`config.mk`:
```
export PLATFORM = sky130hd
export DESIGN_NAME = dcache
export DESIGN_NICKNAME = d
export VERILOG_FILES = /design/src/rtl/dcache_pkg.sv /design/src/rtl/dcache_array.sv /design/src/rtl/dcache.sv
export SDC_FILE = /design/constraint.sdc
export NUM_CORES = 1
export LEC_CHECK = 0
export CAP_MARGIN = 10
export CORE_MARGIN = 10
export CORE_UTILIZATION = 35
export DETAILED_ROUTE_END_ITERATION = 16
export PLACE_DENSITY = 0.49
export SYNTH_ARGS = -nofsm -noshare
export SYNTH_HDL_FRONTEND = slang
export SYNTH_SLANG_ARGS = --single-unit
```
`constraint.sdc`:
```
create_clock -name clk -period 5.3 [get_ports clk]
set_input_delay 1.06 -clock clk [delete_from_list [all_inputs] [get_ports clk]]
set_output_delay 1.06 -clock clk [all_outputs]
set_load 0.005 [all_outputs]
```
`src/rtl/dcache_pkg.sv`:
```
// dcache_pkg: definitions shared by the data cache top and its storage array.
//   - state_t      : cache controller FSM states
//   - OFFSET_W     : word-offset bits inside a line (4 words per line)
//   - WORDS        : words per line
//   - line_t       : one 64-bit cache line, word 0 in bits [15:0]
//   - tag_width()  : tag bits for a given index width
//   - scan_width() : flush scan counter width (one extra bit marks "done")
package dcache_pkg;
  localparam int ADDR_W   = 16;
  localparam int WORD_W   = 16;
  localparam int OFFSET_W = 2;
  localparam int WORDS    = 4;

  typedef logic [WORDS*WORD_W-1:0] line_t;

  typedef enum logic [2:0] {
    IDLE    = 3'd0,
    WB      = 3'd1,
    ALLOC   = 3'd2,
    FL_SCAN = 3'd3,
    FL_WB   = 3'd4,
    FL_DONE = 3'd5
  } state_t;

  function automatic int tag_width(input int index_w);
    return ADDR_W - OFFSET_W - index_w;
  endfunction

  function automatic int scan_width(input int index_w);
    return index_w + 1;
  endfunction
endpackage

```
`src/rtl/dcache_array.sv`:
```
// dcache_array: tag/valid/dirty/data storage for the direct-mapped cache.
// All ports address the same line through idx; reads are asynchronous.
//   idx                 : line being read and written this cycle
//   valid/dirty/tag/line: read data of line idx
//   word_we/off/data    : store one 16-bit word into line idx, mark dirty
//   fill_we/tag/line    : replace line idx, mark valid and clean
//   clr_we              : clear dirty of line idx (after a flush write-back)
// Valid and dirty reset asynchronously; tags and data are not reset.
module dcache_array
  import dcache_pkg::*;
#(
  parameter int INDEX_W = 3,
  parameter int TAG_W   = tag_width(INDEX_W)
) (
  input  logic                clk,
  input  logic                rst_n,
  input  logic [INDEX_W-1:0]  idx,
  output logic                valid,
  output logic                dirty,
  output logic [TAG_W-1:0]    tag,
  output line_t               line,
  input  logic                word_we,
  input  logic [OFFSET_W-1:0] word_off,
  input  logic [WORD_W-1:0]   word_data,
  input  logic                fill_we,
  input  logic [TAG_W-1:0]    fill_tag,
  input  line_t               fill_line,
  input  logic                clr_we
);
  localparam int LINES = 1 << INDEX_W;

  logic [LINES-1:0] valid_r;
  logic [LINES-1:0] dirty_r;
  logic [TAG_W-1:0] tag_r  [LINES];
  line_t            data_r [LINES];

  assign valid = valid_r[idx];
  assign dirty = dirty_r[idx];
  assign tag   = tag_r[idx];
  assign line  = data_r[idx];

  // Line status bits; a fill always leaves the line clean
  always_ff @(posedge clk or negedge rst_n) begin
    if (!rst_n) begin
      valid_r <= '0;
      dirty_r <= '0;
    end else if (fill_we) begin
      valid_r[idx] <= 1'b1;
      dirty_r[idx] <= 1'b0;
    end else if (word_we) begin
      dirty_r[idx] <= 1'b1;
    end else if (clr_we) begin
      dirty_r[idx] <= 1'b0;
    end
  end

  // Tag and data storage, no reset needed because valid gates their use
  always_ff @(posedge clk) begin
    if (fill_we) begin
      tag_r[idx]  <= fill_tag;
      data_r[idx] <= fill_line;
    end else if (word_we) begin
      data_r[idx][{word_off, 4'h0} +: WORD_W] <= word_data;
    end
  end
endmodule

```
`src/rtl/dcache.sv`:
```
// dcache: direct-mapped, write-back, write-allocate data cache.
//   cpu_addr/cpu_rd/cpu_wr/cpu_wrData : MEM-stage request (store wins over load)
//   cpu_rdData                        : load data, combinational on a hit
//   cpu_stall                         : freeze pipeline during miss or flush
//   flush / flush_done                : write back all dirty lines, then report
//   mem_addr/mem_rd/mem_wr/mem_wrData : line request to main memory
//   mem_rdData/mem_rdy                : fill line and request completion
module dcache
  import dcache_pkg::*;
#(
  parameter int INDEX_W = 3
) (
  input  logic        clk,
  input  logic        rst_n,
  input  logic [15:0] cpu_addr,
  input  logic        cpu_rd,
  input  logic        cpu_wr,
  input  logic [15:0] cpu_wrData,
  output logic [15:0] cpu_rdData,
  output logic        cpu_stall,
  input  logic        flush,
  output logic        flush_done,
  output logic [13:0] mem_addr,
  output logic        mem_rd,
  output logic        mem_wr,
  output line_t       mem_wrData,
  input  line_t       mem_rdData,
  input  logic        mem_rdy
);
  localparam int TAG_W  = tag_width(INDEX_W);
  localparam int SCAN_W = scan_width(INDEX_W);

  state_t              state_r, state_s;
  logic [SCAN_W-1:0]   scan_r;
  logic [13:0]         miss_line_r;
  logic [TAG_W-1:0]    cpu_tag_s, line_tag_s;
  logic [INDEX_W-1:0]  cpu_idx_s, miss_idx_s, arr_idx_s;
  logic [OFFSET_W-1:0] cpu_off_s;
  logic                line_valid_s, line_dirty_s;
  line_t               line_data_s;
  logic                req_s, hit_s, miss_s, stall_s;
  logic                word_we_s, fill_we_s, clr_we_s;

  assign cpu_tag_s  = cpu_addr[15 -: TAG_W];
  assign cpu_idx_s  = cpu_addr[OFFSET_W +: INDEX_W];
  assign cpu_off_s  = cpu_addr[OFFSET_W-1:0];
  assign miss_idx_s = miss_line_r[INDEX_W-1:0];
  assign req_s      = cpu_rd | cpu_wr;
  assign hit_s      = req_s & line_valid_s & (line_tag_s == cpu_tag_s);
  assign miss_s     = (state_r == IDLE) & req_s & ~hit_s;
  assign mem_wrData = line_data_s;
  // Stall is forced low while reset is held so the pipeline is released at once
  assign cpu_stall  = stall_s & rst_n;

  // Array index: CPU address when idle, latched miss line during WB/ALLOC, scan index in flush
  always_comb begin
    case (state_r)
      WB, ALLOC:      arr_idx_s = miss_idx_s;
      FL_SCAN, FL_WB: arr_idx_s = scan_r[INDEX_W-1:0];
      default:        arr_idx_s = cpu_idx_s;
    endcase
  end

  dcache_array #(.INDEX_W(INDEX_W), .TAG_W(TAG_W)) u_array (
    .clk       (clk),
    .rst_n     (rst_n),
    .idx       (arr_idx_s),
    .valid     (line_valid_s),
    .dirty     (line_dirty_s),
    .tag       (line_tag_s),
    .line      (line_data_s),
    .word_we   (word_we_s),
    .word_off  (cpu_off_s),
    .word_data (cpu_wrData),
    .fill_we   (fill_we_s),
    .fill_tag  (miss_line_r[13 -: TAG_W]),
    .fill_line (mem_rdData),
    .clr_we    (clr_we_s)
  );

  // FSM state register
  always_ff @(posedge clk or negedge rst_n) begin
    if (!rst_n) begin
      state_r <= IDLE;
    end else begin
      state_r <= state_s;
    end
  end

  // Miss line latch and flush scan index
  always_ff @(posedge clk or negedge rst_n) begin
    if (!rst_n) begin
      scan_r      <= '0;
      miss_line_r <= '0;
    end else begin
      // Latching the line keeps WB/ALLOC going even if the request drops
      if (miss_s) begin
        miss_line_r <= cpu_addr[15:2];
      end
      if (state_r == IDLE) begin
        scan_r <= '0;
      end else if ((state_r == FL_SCAN) && !scan_r[INDEX_W] && !line_dirty_s) begin
        scan_r <= scan_r + SCAN_W'(1);
      end
    end
  end

  // FSM next-state logic
  always_comb begin
    state_s = state_r;
    case (state_r)
      IDLE: begin
        if (miss_s) begin
          state_s = (line_valid_s && line_dirty_s) ? WB : ALLOC;
        end else if (flush) begin
          state_s = FL_SCAN;
        end else begin
          state_s = IDLE;
        end
      end
      WB:      state_s = mem_rdy ? ALLOC : WB;
      ALLOC:   state_s = mem_rdy ? IDLE : ALLOC;
      FL_SCAN: begin
        // The scan index MSB marks that every line has been visited;
        // a dirty line is rescanned after its write-back clears it
        if (scan_r[INDEX_W]) begin
          state_s = FL_DONE;
        end else if (line_dirty_s) begin
          state_s = FL_WB;
        end else begin
          state_s = FL_SCAN;
        end
      end
      FL_WB:   state_s = mem_rdy ? FL_SCAN : FL_WB;
      FL_DONE: state_s = flush ? FL_DONE : IDLE;
      default: state_s = IDLE;
    endcase
  end

  // FSM outputs: memory requests, stall, array write strobes, load data
  always_comb begin
    mem_rd     = 1'b0;
    mem_wr     = 1'b0;
    mem_addr   = cpu_addr[15:2];
    stall_s    = 1'b0;
    flush_done = 1'b0;
    word_we_s  = 1'b0;
    fill_we_s  = 1'b0;
    clr_we_s   = 1'b0;
    cpu_rdData = 16'h0000;
    case (state_r)
      IDLE: begin
        stall_s   = miss_s;
        word_we_s = cpu_wr & hit_s;
        if (cpu_rd && hit_s) begin
          cpu_rdData = line_data_s[{cpu_off_s, 4'h0} +: 16];
        end else begin
          cpu_rdData = 16'h0000;
        end
      end
      WB: begin
        mem_wr   = 1'b1;
        mem_addr = {line_tag_s, miss_idx_s};
        stall_s  = 1'b1;
      end
      ALLOC: begin
        mem_rd    = 1'b1;
        mem_addr  = miss_line_r;
        stall_s   = 1'b1;
        fill_we_s = mem_rdy;
      end
      FL_SCAN: begin
        stall_s = 1'b1;
      end
      FL_WB: begin
        mem_wr   = 1'b1;
        mem_addr = {line_tag_s, scan_r[INDEX_W-1:0]};
        stall_s  = 1'b1;
        clr_we_s = mem_rdy;
      end
      FL_DONE: begin
        stall_s    = 1'b1;
        flush_done = 1'b1;
      end
      default: begin
        stall_s = 1'b0;
      end
    endcase
  end
endmodule

```
==> results.cfg, run 1 <==
[timing]
final_hold_viol_count = 0
fmax_ghz = 0.1866
rsz0062_at_grt = yes
worst_slew_pin_slew_ns = 0.8557
setup_ws_ns = -0.05989
timing.final.max_slew_violations = 0
finalCritPeriodShare_pct = 101.1
relSlewSlack_pct = 41.32
clock_skew_ns = 0.01998
whs_ns = 0.4643
min_period_ns = 5.360
setup_violations = 16

[synthesis]
synthArstFlopShare_pct = 5.808
synth-compound-area-share_pct = 11.53
netlist_area_um2 = 26430
synth_seq_area_share_pct = 71.69
syn_inst = 1763
syn-num-nets = 1871
synth_edf_count = 600
yosys.cell_types.count = 76
synth_top_family_by_area = compound AO/OA/AOI/OAI gates
muxShareOfSynthArea_pct = 5.772
synth_xor_area_share_pct = 0.3314
yosysWarnings = 0
ys_seq_elements = 637
synth_area_per_cell_um2 = 14.99
yosys.area_share.adder_pct = 0.2841
synth_ff_type = edfxtp_1
synth-simple-area-share_pct = 7.457

[worst_hold_path]
min_path_type = reg2reg

[finish]
finalInstanceArea_um2 = 36530
syn_to_final_growth_pct = 38.25
layout-drive-gt1-share_pct = 31.19
n_fill_cell = 6396
antenna_cells = 0
final_cell_mix = edfxtp_1 (600), buf_4 (330), a22oi_1 (220)
final_common_cell = edfxtp_1
nNetsFinal = 2483

[worst_setup_path]
cp_max_fo = 16
crit_path_top_delay_cell = mux4_2
crit_buf_inv = 8
cp_top_family = buffers and inverters
cp-start-kind = flop
crit_chain = buf_12 > buf_6 > and4b_4 > a2111oi_4 > nand2_2 > buf_12 > buf_8 > buf_6 > buf_8 > nand2_1 > a21oi_1 > a211oi_2 > a21oi_2 > a221o_1 > mux4_2 > nor2b_2 > buf_4 > dlygate4sd2_1
cp.required_ns = 4.24
worst-setup-path-type = reg2out
crit_path_end_kind = primary output
arrival_ns = 4.30
cp_slowest_stage_delay_ns = 0.46

[placed_design]
postPlaceCellArea_um2 = 32800
dp_hpwl_mm = 63.88
gp_congestion = 0.8654
io_buffers = 199

[die]
die_area_um2 = 86890
fp.dieH_um = 294.8
fp.dieW_um = 294.8
coreArea_um2 = 74700
initial_core_util_pct = 35.38
rows = 100
io_pins = 200

[pwr]
p_leak_nw = 13.40
internal-power_w = 0.01890
pwr-share-comb_pct = 62.7
power.switching_w = 0.01197
ir_drop_mv = 0.5450
p_sw_share_pct = 38.78
clockPowerShare_pct = 15.8
power_density_nw_per_um2 = 845.0
seq_power_share_pct = 21.5

[route]
drt-total-wl_mm = 95.07
num_vias = 18850
routed_via_density = 5.546
dr.pass1.iters = 5
drtIter0Drc = 2184
drc = 0
routedWlPerCell_um = 27.97
ant_nets = 0

[global_routing]
grt_pass1_vias = 19020
grt_pass1_wl_mm = 135.0
grt_max_degree = 41
grt_usage_pct = 21.44
antenna_found_initial = 7
grt_overflow_total = 0

[clock_network]
clock_path_buffers = 3
cts_sinks = 637
clock_latency_ns = 0.61
numCtsBuffers = 72
h-tree-depth = 3
cts-root-buf = clkbuf_16
tritoncts = built
clkTransAtPathRegs_ns = 0.06

[outcome]
status = complete, but fails checks
violations = setup timing

[flow_run]
cap_violations = 0
cells by family (layout without fill, tap and decap cells):
kind of cell | Yosys count | count (layout)
adder cells (fa/ha/maj) | 6 | 6
buffers and inverters | 173 | 838
XOR/XNOR | 10 | 10
multiplexers | 125 | 125
AND/OR/NAND/NOR | 380 | 382
AO/OA/AOI/OAI | 432 | 432
flip-flops | 637 | 637
cell usage after synthesis, types with 4 or more instances:
cell      count  share of area (%)
edfxtp_1    600                 68
a22oi_1     228                6.5
nand2_1     164                2.3
a21oi_1      92                1.7
mux2i_1      80                3.0
inv_1        69               0.98
clkbuf_1     66               0.94
nand4_1      61                1.4
nor2_1       43               0.61
dfrtp_1      37                3.5
o21ai_0      31               0.59
nor2b_1      20               0.47
nand3_1      17               0.32
mux4_2       16                1.4
a221o_1      15               0.57
buf_6        14               0.60
mux2_2       14               0.60
nor3_1       14               0.27
a211oi_1     13               0.37
buf_1        10               0.14
mux2_4       10               0.57
or2_2        10               0.24
buf_2         9               0.17
o31ai_1       9               0.26
and3_1        8               0.19
xor2_1        8               0.27
o22ai_1       7               0.17
or3_1         7               0.17
a221oi_1      6               0.20
ha_1          6               0.28
mux2_1        5               0.21
a21boi_0      4               0.11
a22o_1        4               0.13
nand3_4       4               0.27
nor3b_1       4               0.11
worst paths after layout:
kind,from,endpoint,slack (ns),depth (start not counted)
max,state_r[1]$_DFF_PN0_,cpu_rdData[0],-0.06,18
min in group asynchronous,rst_n,miss_line_r[3]$_DFFE_PN0N_,0.61,2
max reg2reg,state_r[1]$_DFF_PN0_,u_array.data_r[7][55]$_DFFE_PP_,0.72,19
min,u_array.valid_r[0]$_DFFE_PN0P_,u_array.valid_r[0]$_DFFE_PN0P_,0.46,1
min reg2reg,u_array.valid_r[0]$_DFFE_PN0P_,u_array.valid_r[0]$_DFFE_PN0P_,0.46,1
max in group asynchronous,rst_n,state_r[2]$_DFF_PN0_,4.24,2
layer usage:
metal | GRT usage (%) | up-vias | share of wire, %
met5 | 0 | - | 0.027
met2 | 34.06 | 826 | 47
met3 | 5.387 | 122 | 8.2
met4 | 6.223 | 4 | 2.7
met1 | 28.68 | 9690 | 42
li1 | - | 8208 | -
through the flow:
stage | instances | setup WS, ns | TNS (ns) | total power [W] | utilization (%)
2_1_floorplan | 1763 | 0.2948 | 0 | 0.01257 | -
3_3_place_gp | 3175 | -0.8986 | -44.96 | 0.02359 | 43.91
3_5_place_dp | 3175 | -0.9394 | -73.08 | 0.02354 | 43.91
4_1_cts | 3386 | 0.0006342 | 0 | 0.03031 | 48.33
5_1_grt | 3399 | -0.2175 | -3.159 | 0.03220 | 48.91
6_report | 3399 | -0.05989 | -0.4021 | 0.03087 | 48.91
state kept, by name, summed over array words and instances, names as in the netlist, named ones only:
register / count
u_array.tag_r: 88
miss_line_r: 14
u_array.data_r: 512
state_r: 3
u_array.valid_r: 8
scan_r: 4
layout make-up:
type	count	area, um2	share of cell area (%)
multi-input cells	955	7395	20.24
flip-flops and latches	637	18950	51.86
clock inverters	39	395.4	1.082
well taps	969	1212	3.319
repair buffers	638	6427	17.59
clock buffers	90	1891	5.175
inverters	71	266.5	0.7295
power by group through the flow:
stage               Sequential (W)  Clock (W)  Combinational [W]
finish                     0.00663    0.00488             0.0194
global route               0.00669    0.00516             0.0204
CTS                        0.00662    0.00494             0.0188
detailed placement         0.00673          0             0.0168
global placement           0.00671          0             0.0169
floorplan                  0.00662          0            0.00595
repair_timing:
action | in CTS | in global routing
hold buffers | 0 | 0
pin swaps | 42 | 52
resized for setup | 154 | 72
setup buffers | 80 | 15
setup endpoints to repair | 80 | 25
cloned | 4 | 1
endpoints found under the hold margin | 0 | 0
Power figures use the tool's default switching activity.
==> inputs of run 2 (changes only) <==
RECOVER_POWER = 50   (was not set)
==> results.cfg, run 2 (synthesis gave the netlist of run 1 again) <==
[outcome]
status = complete, but fails checks
violations = capacitance limit, slew limit, setup timing

[clock_network]
clock_latency_ns = 0.62
clock_path_buffers = 3
h-tree-depth = 3
cts-root-buf = clkbuf_16
numCtsBuffers = 72
cts_sinks = 637
clkTransAtPathRegs_ns = 0.06
tritoncts = built

[die]
rows = 100
fp.dieW_um = 294.8
coreArea_um2 = 74700
io_pins = 200
initial_core_util_pct = 35.38
fp.dieH_um = 294.8
die_area_um2 = 86890

[timing]
setup_violations = 14
finalCritPeriodShare_pct = 101.2
fmax_ghz = 0.1865
relSlewSlack_pct = -61.61
tns_ns = -0.2829
whs_ns = 0.4645
final_hold_viol_count = 0
timing.final.max_slew_violations = 38
clock_skew_ns = 0.01849
min_period_ns = 5.361
worst_slew_pin_slew_ns = 2.424
rsz0062_at_grt = yes
setup_ws_ns = -0.06117

[pwr]
power_density_nw_per_um2 = 845.4
seq_power_share_pct = 21.5
clockPowerShare_pct = 15.8
internal-power_w = 0.01889
p_sw_share_pct = 38.82
p_leak_nw = 13.39
power.switching_w = 0.01199
pwr-share-comb_pct = 62.7
ir_drop_mv = 0.5448
p_total_w = 0.03088

[global_routing]
grt_max_degree = 41
grt_overflow_total = 0
grt_pass1_vias = 19020
grt_usage_pct = 21.44
antenna_found_initial = 7
grt_pass1_wl_mm = 135.0

[placed_design]
dp_hpwl_mm = 63.88
io_buffers = 199
gp_congestion = 0.8654
place_inst = 3175

[finish]
layout-drive-gt1-share_pct = 31.03
syn_to_final_growth_pct = 38.21
largest-register = u_array.data_r
nNetsFinal = 2483
largestRegisters = u_array.data_r: 512 flops, u_array.tag_r: 88 flops, miss_line_r: 14 flops
instances_no_fill = 3400
final_cell_mix = edfxtp_1 (600), buf_4 (327), a22oi_1 (220)
final_common_cell = edfxtp_1
utilization_pct = 48.89
largest_reg_flops = 512

[worst_setup_path]
crit_path_end_kind = primary output
worst-setup-path-type = reg2out
cp.required_ns = 4.24
ff2ff_setup_slack_ns = 0.69
cp_max_fo = 16
arrival_ns = 4.30
cp-start-kind = flop

[route]
drc = 0
ant_nets = 0
num_vias = 18830
drtIter0Drc = 2149
drt-total-wl_mm = 95.06
routed_via_density = 5.538
dr.pass1.iters = 5
routedWlPerCell_um = 27.96

[worst_hold_path]
min_path_type = reg2reg

[flow_run]
cap_violations = 1
-- run 2: changes by cell type in the layout (fill, tap and decap cells not counted) --
cell,delta
clkbuf_1,+4
buf_4,-3
buf_2,-1
diode_2,+1
-- run 2: metal layers --
metal,GRT usage [%],up-vias,routed length (um),part of all wire [%]
met1,28.68,9691,40560,43
met5,0,-,26,0.027
met3,5.387,123,7636,8.0
li1,-,8212,-,-
met2,34.06,799,44220,47
met4,6.223,4,2614,2.7
-- run 2: area by class of cell --
type	instances	area [um2]
multi-input combinational	955	7395
inverter	71	266.5
timing repair buffer	638	6415
clock inverter	39	395.4
antenna	1	2.502
sequential	637	18950
tap	969	1212
clock buffer	90	1891
fill	6403	38170
-- run 2: power by group through the flow --
stage | clock network (W) | logic [W] | registers (W)
4_1_cts | 0.00494 | 0.0188 | 0.00662
3_3_place_gp | 0 | 0.0169 | 0.00671
3_5_place_dp | 0 | 0.0168 | 0.00673
2_1_floorplan | 0 | 0.00595 | 0.00662
5_1_grt | 0.00516 | 0.0203 | 0.00669
6_report | 0.00488 | 0.0194 | 0.00663
-- run 2: metrics by stage --
step | area, um2 | worst slack, ns
after global routing | 36520 | -0.2175
final | 36520 | -0.06117
after floorplan | 26430 | 0.2948
after CTS | 36100 | 0.0006342
after global placement | 32800 | -0.8986
after detailed placement | 32800 | -0.9394
-- run 2: critical path, cell delays in order (launching register included) --
cell and delay (ns):
dfrtp_2 0.43, buf_12 0.14, buf_6 0.11, and4b_4 0.20, a2111oi_4 0.37, nand2_2 0.13
buf_12 0.17, buf_8 0.13, buf_6 0.13, buf_8 0.15, nand2_1 0.08, a21oi_1 0.07
a211oi_2 0.18, a21oi_2 0.07, a221o_1 0.30, mux4_2 0.46, nor2b_2 0.16, buf_4 0.14
dlygate4sd2_1 0.26
-- run 2: timing repair --
| item | CTS | global route |
|---|---|---|
| hold buffers | 0 | 0 |
| gates cloned | 4 | 1 |
| resized for setup | 154 | 72 |
| setup endpoints to repair | 80 | 25 |
| setup buffers | 80 | 15 |
| pin swaps | 42 | 52 |
| hold endpoints to repair | 0 | 0 |
-- run 2: worst paths after layout --
| kind | from | depth (start not counted) | endpoint |
|---|---|---|---|
| worst max-delay path | state_r[1]$_DFF_PN0_ | 18 | cpu_rdData[0] |
| worst min-delay path | u_array.valid_r[0]$_DFFE_PN0P_ | 1 | u_array.valid_r[0]$_DFFE_PN0P_ |
| worst max register to register | state_r[1]$_DFF_PN0_ | 20 | u_array.data_r[7][55]$_DFFE_PP_ |
| worst min register to register | u_array.valid_r[0]$_DFFE_PN0P_ | 1 | u_array.valid_r[0]$_DFFE_PN0P_ |
| max in group asynchronous | rst_n | 2 | state_r[2]$_DFF_PN0_ |
| min in group asynchronous | rst_n | 2 | miss_line_r[3]$_DFFE_PN0N_ |
